===== src/rtl/crc_lfsr.sv =====
// CRC register with MSB-first serial update; load_init takes priority over shift.
module crc_lfsr #(
    parameter int              CRC_W = 16,
    parameter logic [CRC_W-1:0] POLY = 16'h8005,
    parameter logic [CRC_W-1:0] INIT = '1
) (
    input  logic             clk,
    input  logic             n_rst,
    input  logic             load_init,
    input  logic             shift_en,
    input  logic             data_in,
    output logic [CRC_W-1:0] crc
);

    logic             fb;
    logic [CRC_W-1:0] crc_next;

    // Next register value for one incoming bit: shift left, fold in POLY on feedback.
    always_comb begin
        fb       = data_in ^ crc[CRC_W-1];
        crc_next = {crc[CRC_W-2:0], 1'b0} ^ (fb ? POLY : '0);
    end

    // CRC register: reset and clear both reload INIT.
    always_ff @(posedge clk or negedge n_rst) begin
        if (!n_rst) begin
            crc <= INIT;
        end else if (load_init) begin
            crc <= INIT;
        end else if (shift_en) begin
            crc <= crc_next;
        end
    end

endmodule


===== config.mk =====
export PLATFORM = sky130hd
export DESIGN_NAME = crc_lfsr
export DESIGN_NICKNAME = d
export VERILOG_FILES = /design/src/rtl/crc_lfsr.sv
export SDC_FILE = /design/constraint.sdc
export NUM_CORES = 1
export LEC_CHECK = 0
export BUFFER_PORTS_ARGS = -buffer_cell sky130_fd_sc_hd__buf_2
export CORE_ASPECT_RATIO = 0.8
export CORE_UTILIZATION = 25
export DETAILED_ROUTE_END_ITERATION = 8
export GPL_TIMING_DRIVEN = 0
export SYNTH_ARGS = -nofsm -noshare
export SYNTH_HDL_FRONTEND = slang
export SYNTH_SLANG_ARGS = --single-unit

===== constraint.sdc =====
create_clock -name clk -period 1 [get_ports clk]
set_input_delay 0.2 -clock clk [delete_from_list [all_inputs] [get_ports clk]]
set_output_delay 0.2 -clock clk [all_outputs]
set_load 0.02 [all_outputs]

==> flow_summary.json, run 1 <==
{
  "status": "finished with violations",
  "violations": "negative setup slack",
  "largest_register_ffs": 16,
  "ys_types": 18,
  "synth_area_um2": 726.9,
  "largest_register": "crc",
  "tightest_slew_ps": 343.6,
  "timing.rr.start": "crc[14]",
  "clkTransAtPathRegs_ps": 100,
  "grt_first_pass_wirelength_mm": 2.794,
  "hold_viol_final": 0,
  "synth_ff_type": "dfstp_2",
  "crit_required_ps": 800,
  "area_growth_pct": 55.94,
  "setup_viol": 19,
  "peakVddDrop_mv": 0.7348,
  "leakagePower_nw": 0.4952,
  "ctsHoldBuffers": 0,
  "ant_nets": 0,
  "gp_congestion": 0.7295,
  "numCtsBuffers": 3,
  "rows": 17,
  "viasPerCell": 4.344,
  "multi_input_area_um2": 296.5,
  "cpLargestDelayFamily": "flip-flops",
  "dr.pass1.iters": 4,
  "top_regs": "crc x16",
  "fin_area_um2": 1134,
  "initial_core_util_pct": 26.29,
  "synth_top_area_cell": "dfstp_2",
  "maxCapViolations": 0,
  "worstPathArrival_ps": 1000,
  "synthTopCellsByCount": "dfstp_2 (16), a211o_1 (11), nor2b_1 (6), and2b_2 (5), a211o_2 (3)",
  "cts_tree": "done",
  "whs_ps": 75.41,
  "synth_edf_count": 0,
  "first_iter_violations": 4,
  "drt-total-wl_mm": 1.619,
  "drv_slew": 0,
  "grt_max_degree": 17,
  "vias": 569,
  "ys_top_cells_by_area": "dfstp_2 (58%), a211o_1 (13%), and2b_2 (6.0%)",
  "num_io_pins": 21,
  "placed_area_um2": 882.1,
  "ys_warn_count": 0,
  "hp-class": "input port to async pin",
  "crit_fanout": 4,
  "slowest_stage": "dfstp_2",
  "worst_skew_pair.late_latency_ps": 280,
  "finalWorstSetupSlack_ps": -195.7,
  "h-tree-depth": 1,
  "core-area_um2": 2765,
  "maxSlewHeadroom_pct": 77.09,
  "fin_cells": 131,
  "fin_crit_ps": 1196,
  "rsz0062_at_grt": "true",
  "synth.most_common_cell": "dfstp_2",
  "n_fill_cell": 269,
  "layout-drive-gt1-share_pct": 73.12,
  "finClkSkew_ps": 3.152,
  "ys_seq_elements": 16,
  "n_antenna_cell": 0,
  "ys_seq_area_share_pct": 57.83,
  "async_reset_ff_share_pct": 100.0,
  "grt_pass1_vias": 605,
  "syn-num-nets": 61,
  "synth.top_cell.area_share_pct": 57.83,
  "io_buffer_count": 20,
  "crit_buf_inv": 1,
  "dp.cells": 114,
  "crit_path_start": "crc[15]",
  "die_h_um": 50.23,
  "finalCritPeriodShare_pct": 119.6,
  "grt_overflow": 0,
  "die_area_um2": 3129,
  "antenna_found_initial": 0,
  "fp.dieW_um": 62.29,
  "crit_path_cell_trace": "buf_6",
  "layout.nets": 99,
  "wl_per_cell_um": 12.36,
  "grtUsageTotal_pct": 11.78,
  "synth_cells": 56,
  "numClockSinks": 16,
  "start_kind": "flip-flop",
  "p_per_area_nw_per_um2": 1389,
  "crit_type": "flip-flop to output pin",
  "root_buffer": "clkbuf_4",
  "drc_errors": 0,
  "clock_tree.buffer_depth": 2,
  "avgSynthCellArea_um2": 12.98,
  "seq_area_um2": 420.4,
  "end_kind": "output pin",
  "critPathMaxStageDelay_ps": 590,
  "max_freq_mhz": 836.3
}
layout by cell type, fill, tap and decap left out, drive strengths merged:
cell type   n
inv         1
xor2        1
clkbuf      4
and2b       5
buf        36
a211o      14
xnor2       2
nor3        1
a21oi       1
nor2        1
dfstp      16
nor2b       6
and2        2
or3b        1
o21ai       2
repair_timing:
item,CTS,global route
resized for setup,32,5
gates cloned,0,0
pin swaps,5,5
setup buffers,13,0
setup endpoints to repair,19,23
power by group:
group | leakage, nW | internal (W) | switching [W] | total [W]
registers | 0.169 | 0.000726 | 0.0000382 | 0.000764
logic | 0.306 | 0.000212 | 0.000172 | 0.000384
clock network | 0.0210 | 0.000221 | 0.000206 | 0.000427
total | 0.495 | 0.00116 | 0.000416 | 0.00157
final cells by class:
class / count / share of cell area, %
buffer: 3 / 2.097
clock buffer: 4 / 3.201
inverter: 1 / 0.3311
multi-input combinational: 36 / 26.16
sequential: 16 / 37.09
tap: 38 / 4.194
timing repair buffer: 33 / 26.93
stage by stage:
stage	setup TNS, ps	util, %	total power [W]	worst slack [ps]
final	-2809	41.00	0.001575	-195.7
after global placement	-780.8	31.90	0.001028	-134.1
after CTS	-2970	40.36	0.001574	-201.1
after global routing	-3551	41.00	0.001647	-264.0
after floorplan	-440.6	-	0.0009412	-198.2
after detailed placement	-820.4	31.90	0.001034	-154.6
final timing paths:
kind | endpoint | slack, ps | depth (start not counted)
worst max-delay path | crc[15] | -200 | 1
worst min-delay path | crc[9] | 80 | 1
worst max register to register | crc[15] | -170 | 3
worst min register to register | crc[2] | 700 | 3
max in group asynchronous | crc[15] | 890 | 1
min in group clk | crc[11] | 200 | 2
logic make-up (layout without fill, tap and decap cells):
logic type / count (synthesis) / after routing / synth area share (%)
xor gates and xnor gates: 3 / 3 / 3.615
DFF: 16 / 16 / 57.83
AOI/OAI and AO/OA: 17 / 17 / 19.45
buffers and inverters: 4 / 41 / 3.786
and+or+nand+nor: 16 / 16 / 15.32
routing by layer:
layer | part of all wire (%) | global-route usage [%] | up-vias
li1 | - | - | 276
met1 | 45 | 13.66 | 284
met2 | 52 | 21.06 | 7
met3 | 2.5 | 2.273 | 2
met4 | 0.74 | 5.814 | 0
met5 | 0 | 0 | -
Power figures use the tool's default switching activity.
==> run 2, diff against run 1 <==
--- a/config.mk
+++ b/config.mk
@@ -6,7 +6,6 @@
 export NUM_CORES = 1
 export LEC_CHECK = 0
 export BUFFER_PORTS_ARGS = -buffer_cell sky130_fd_sc_hd__buf_2
-export CORE_ASPECT_RATIO = 0.8
 export CORE_UTILIZATION = 25
 export DETAILED_ROUTE_END_ITERATION = 8
 export GPL_TIMING_DRIVEN = 0
==> run 2 against run 1 <==
  * The flow still finishes with violations (negative setup slack)
  * First-iteration DRC count unchanged
  * Via count is 3.2% higher
  * Cell count is 6.1% lower
  * Combinational power down 2%
  * Sequential power barely moved
  * Utilization is 0.80 points lower
  * Non-clock buffer count fell by 1
  * Register-to-register slack barely moved
  * Clock skew rose by 2.7 ps
  * Critical endpoint is now crc[14]
==> flow_summary.json, run 2 (synthesized netlist as in run 1, its figures left out) <==
{
  "largest_register": "crc",
  "grt_first_pass_wirelength_mm": 2.746,
  "layout.nets": 98,
  "die_h_um": 55.93,
  "viasPerCell": 4.772,
  "crit_path_cell_trace": "buf_6",
  "die_area_um2": 3128,
  "slowest_stage": "dfstp_2",
  "grtUsageTotal_pct": 11.29,
  "grt_overflow": 0,
  "fp.dieW_um": 55.93,
  "worstPathArrival_ps": 1000,
  "rows": 19,
  "finClkSkew_ps": 5.830,
  "io_buffer_count": 20,
  "root_buffer": "clkbuf_4",
  "setup_viol": 19,
  "max_freq_mhz": 832.1,
  "start_kind": "flip-flop",
  "placed_area_um2": 873.3,
  "end_kind": "output pin",
  "fin_setup_tns_ps": -3060,
  "maxCapViolations": 0,
  "top_regs": "crc x16",
  "numCtsBuffers": 3,
  "fin_crit_ps": 1202,
  "crit_required_ps": 800,
  "area_growth_pct": 52.50,
  "ant_nets": 0,
  "rsz0062_at_grt": "true",
  "numClockSinks": 16,
  "vias": 587,
  "crit_type": "flip-flop to output pin",
  "hold_viol_final": 0,
  "cpLargestDelayFamily": "flip-flops",
  "crit_fanout": 3,
  "num_io_pins": 21,
  "maxSlewHeadroom_pct": 76.76,
  "drc_errors": 0,
  "n_antenna_cell": 0,
  "tightest_slew_ps": 348.7,
  "finalCritPeriodShare_pct": 120.2,
  "grt_max_degree": 17,
  "leakagePower_nw": 0.4844,
  "clkTransAtPathRegs_ps": 100,
  "whs_ps": 63.80,
  "drt-total-wl_mm": 1.595,
  "violations": "negative setup slack",
  "drv_slew": 0,
  "first_iter_violations": 4,
  "power_w": 0.001579,
  "gp_congestion": 0.6447,
  "core-area_um2": 2758,
  "antenna_found_initial": 0,
  "status": "finished with violations",
  "wl_per_cell_um": 12.97,
  "critPathMaxStageDelay_ps": 580,
  "cts_tree": "done",
  "ctsHoldBuffers": 0,
  "hp-class": "input port to async pin",
  "h-tree-depth": 1,
  "largest_register_ffs": 16,
  "peakVddDrop_mv": 0.8830,
  "initial_core_util_pct": 26.36,
  "final_common_cell": "buf_6",
  "final_cell_mix": "buf_6 (18), dfstp_2 (16), buf_4 (12)",
  "dr.pass1.iters": 3,
  "dp.cells": 107,
  "grt_pass1_vias": 642,
  "crit_buf_inv": 1,
  "worst_skew_pair.late_latency_ps": 300,
  "fin_cells": 123,
  "p_per_area_nw_per_um2": 1424,
  "clock_tree.buffer_depth": 2,
  "layout-drive-gt1-share_pct": 72.83,
  "finalWorstSetupSlack_ps": -201.8,
  "fin_area_um2": 1109,
  "rrSetupSlack_ps": -170
}
## run 2: power by group
group / internal, W / switching, W / leakage, nW
registers: 0.000726 / 0.0000372 / 0.169
logic: 0.000206 / 0.000169 / 0.295
clock network: 0.000222 / 0.000219 / 0.0210
## run 2: final timing paths
kind                       cells after the start      start       to
max                                            1    crc[14]  crc[14]
min                                            1      n_rst   crc[5]
max reg2reg                                    3    crc[14]  crc[15]
min reg2reg                                    1     crc[4]   crc[5]
max in group asynchronous                      1      n_rst  crc[14]
min in group clk                               2  load_init  crc[11]
## run 2: repair_timing
action                     CTS  global route
pin swaps                    3             2
buffers inserted            12             0
hold endpoints to repair     0             0
resized for setup           33             3
setup endpoints to repair   19            22
## run 2: layer usage
metal	wire [um]	vias up	track usage, %
met5	0	-	0
met2	816	14	19.97
met1	680	301	12.44
li1	-	268	-
met4	26	0	6.272
met3	72	4	2.558
## run 2: layout make-up
cell class                      count  area [um^2]
Buffer                              3        23.77
Inverter                            1        3.754
Timing Repair Buffer               32        294.0
Clock buffer                        4        36.28
Fill cell                         285         1649
Tap cell                           31        38.79
Sequential cell                    16        420.4
Multi-Input combinational cell     36        291.5
## run 2: worst reg2reg max path, cell delays in order (launching register included)
cell,delay [ps]
dfstp_2,580
xnor2_2,120
nor3_1,60
or3b_1,340
## run 2: metrics by stage
| stage | setup WS (ps) | util [%] |
|---|---|---|
| after floorplan | -198.2 | - |
| after global placement | -148.9 | 31.67 |
| after detailed placement | -158.0 | 31.67 |
| after CTS | -212.3 | 39.88 |
| after global routing | -238.4 | 40.20 |
| final | -201.8 | 40.20 |
==> run 3, diff against run 2 <==
--- a/config.mk
+++ b/config.mk
@@ -9,6 +9,8 @@
 export CORE_UTILIZATION = 25
 export DETAILED_ROUTE_END_ITERATION = 8
 export GPL_TIMING_DRIVEN = 0
+export SKIP_CTS_REPAIR_TIMING = 1
+export SLEW_MARGIN = 20
 export SYNTH_ARGS = -nofsm -noshare
 export SYNTH_HDL_FRONTEND = slang
 export SYNTH_SLANG_ARGS = --single-unit
==> run 3 against run 2 <==
  * The flow still finishes with violations (negative setup slack)
  * Maximum frequency increased by 0.69%
  * Cell count down 6.5%
  * Clock power shrank 1%
  * Critical path depth is the same
  * Sequential power about the same
  * Sequential share of layout area is 2.5 points higher
  * Die area unchanged
  * Critical endpoint unchanged
  * Highest routed layer unchanged
==> flow_summary.json, run 3 (synthesized netlist as in run 1, its figures left out) <==
{
  "status": "finished with violations",
  "violations": "negative setup slack",
  "max_freq_mhz": 837.8,
  "worst_skew_pair.late_latency_ps": 290,
  "placed_area_um2": 873.3,
  "num_io_pins": 21,
  "top_regs": "crc x16",
  "n_antenna_cell": 0,
  "p_per_area_nw_per_um2": 1476,
  "final_cell_mix": "buf_6 (17), dfstp_2 (16), a211o_1 (11)",
  "grt_overflow": 0,
  "worstPathArrival_ps": 990,
  "power_frac_seq_pct": 49.9,
  "cts_tree": "done",
  "crit_buf_inv": 1,
  "numCtsBuffers": 3,
  "final_common_cell": "buf_6",
  "largest_register_ffs": 16,
  "rsz0062_at_grt": "true",
  "cpLargestDelayFamily": "flip-flops",
  "pre_cts_slack_ps": -158.0,
  "h-tree-depth": 1,
  "crit_required_ps": 800,
  "grt_first_pass_wirelength_mm": 2.511,
  "io_buffer_count": 20,
  "area_growth_pct": 43.03,
  "rrSetupSlack_ps": -180,
  "wl_per_cell_um": 12.72,
  "slowest_stage": "dfstp_2",
  "switching_power_w": 0.0004096,
  "timing.rr.start": "crc[14]",
  "maxSlewHeadroom_pct": 76.89,
  "crit_type": "flip-flop to output pin",
  "fp.dieW_um": 55.93,
  "core-area_um2": 2758,
  "drc_errors": 0,
  "vias": 533,
  "grtUsageTotal_pct": 10.30,
  "ant_nets": 0,
  "largest_register": "crc",
  "clock_tree.buffer_depth": 2,
  "hp-class": "input port to async pin",
  "finClkSkew_ps": 5.892,
  "viasPerCell": 4.635,
  "die_area_um2": 3128,
  "pwr-share-comb_pct": 21.8,
  "crit_fanout": 3,
  "numClockSinks": 16,
  "setup_viol": 19,
  "drv_slew": 0,
  "initial_core_util_pct": 26.36,
  "grt_pass1_vias": 569,
  "dr.pass1.iters": 2,
  "maxCapViolations": 0,
  "fin_crit_ps": 1194,
  "finalCritPeriodShare_pct": 119.4,
  "grt_max_degree": 17,
  "swShare_pct": 26.69,
  "critPathMaxStageDelay_ps": 580,
  "crit_path_cell_trace": "buf_6",
  "drt-total-wl_mm": 1.463,
  "start_kind": "flip-flop",
  "whs_ps": 69.58,
  "layout.nets": 90,
  "root_buffer": "clkbuf_4",
  "rows": 19,
  "end_kind": "output pin",
  "leakagePower_nw": 0.4451,
  "internal_power_w": 0.001125,
  "fin_area_um2": 1040,
  "crit-reg2reg-capture": "crc[15]",
  "finalWorstSetupSlack_ps": -193.5,
  "peakVddDrop_mv": 0.9673,
  "layout-drive-gt1-share_pct": 67.86,
  "power_w": 0.001535,
  "reg2reg_depth": 3,
  "tightest_slew_ps": 346.6,
  "gp_congestion": 0.6447,
  "clkTransAtPathRegs_ps": 100,
  "first_iter_violations": 4,
  "die_h_um": 55.93,
  "antenna_found_initial": 0,
  "hold_viol_final": 0,
  "clockPowerShare_pct": 28.3,
  "final_util_pct": 37.70
}
[run 3: changes by cell type in the layout (fill, tap and decap cells not counted), sizes merged]
cell and delta:
buf -8
[run 3: worst max-delay path by stage]
stage | from | endpoint | slack, ps | cells past startpoint
2_1_floorplan | crc[14] | crc[15] | -200 | 3
3_3_place_gp | crc[14] | crc[15] | -150 | 3
3_5_place_dp | crc[14] | crc[15] | -160 | 3
4_1_cts | crc[14] | crc[14] | -250 | 1
5_1_grt | crc[14] | crc[14] | -240 | 1
6_report | crc[14] | crc[14] | -190 | 1
[run 3: power by group through the flow]
stage | clock network [W] | registers, W | logic, W
2_1_floorplan | 0 | 0.000825 | 0.000116
3_3_place_gp | 0 | 0.000769 | 0.000260
3_5_place_dp | 0 | 0.000770 | 0.000265
4_1_cts | 0.000450 | 0.000760 | 0.000267
5_1_grt | 0.000476 | 0.000774 | 0.000364
6_report | 0.000435 | 0.000766 | 0.000334
[run 3: final cells by class]
cell class | count | area (um^2)
flip-flops and latches | 16 | 420.4
fillers | 286 | 1718
clock buffers | 4 | 36.28
inverters | 1 | 3.754
well taps | 31 | 38.79
plain buffers | 3 | 23.77
repair buffers | 24 | 230.2
multi-input cells | 36 | 286.5
[run 3: routing by layer]
metal / vias to the layer above / track usage [%] / share of wire, %
li1: 257 / - / -
met1: 263 / 11.56 / 45
met2: 11 / 18.07 / 50
met3: 2 / 2.558 / 4.2
met4: 0 / 5.226 / 0.41
met5: - / 0 / 0
[run 3: metrics by stage]
stage               setup TNS [ps]  std cells
floorplan                   -440.6         56
global placement            -750.0        107
detailed placement          -865.1        107
CTS                          -3869        111
global route                 -3796        115
finish                       -3001        115
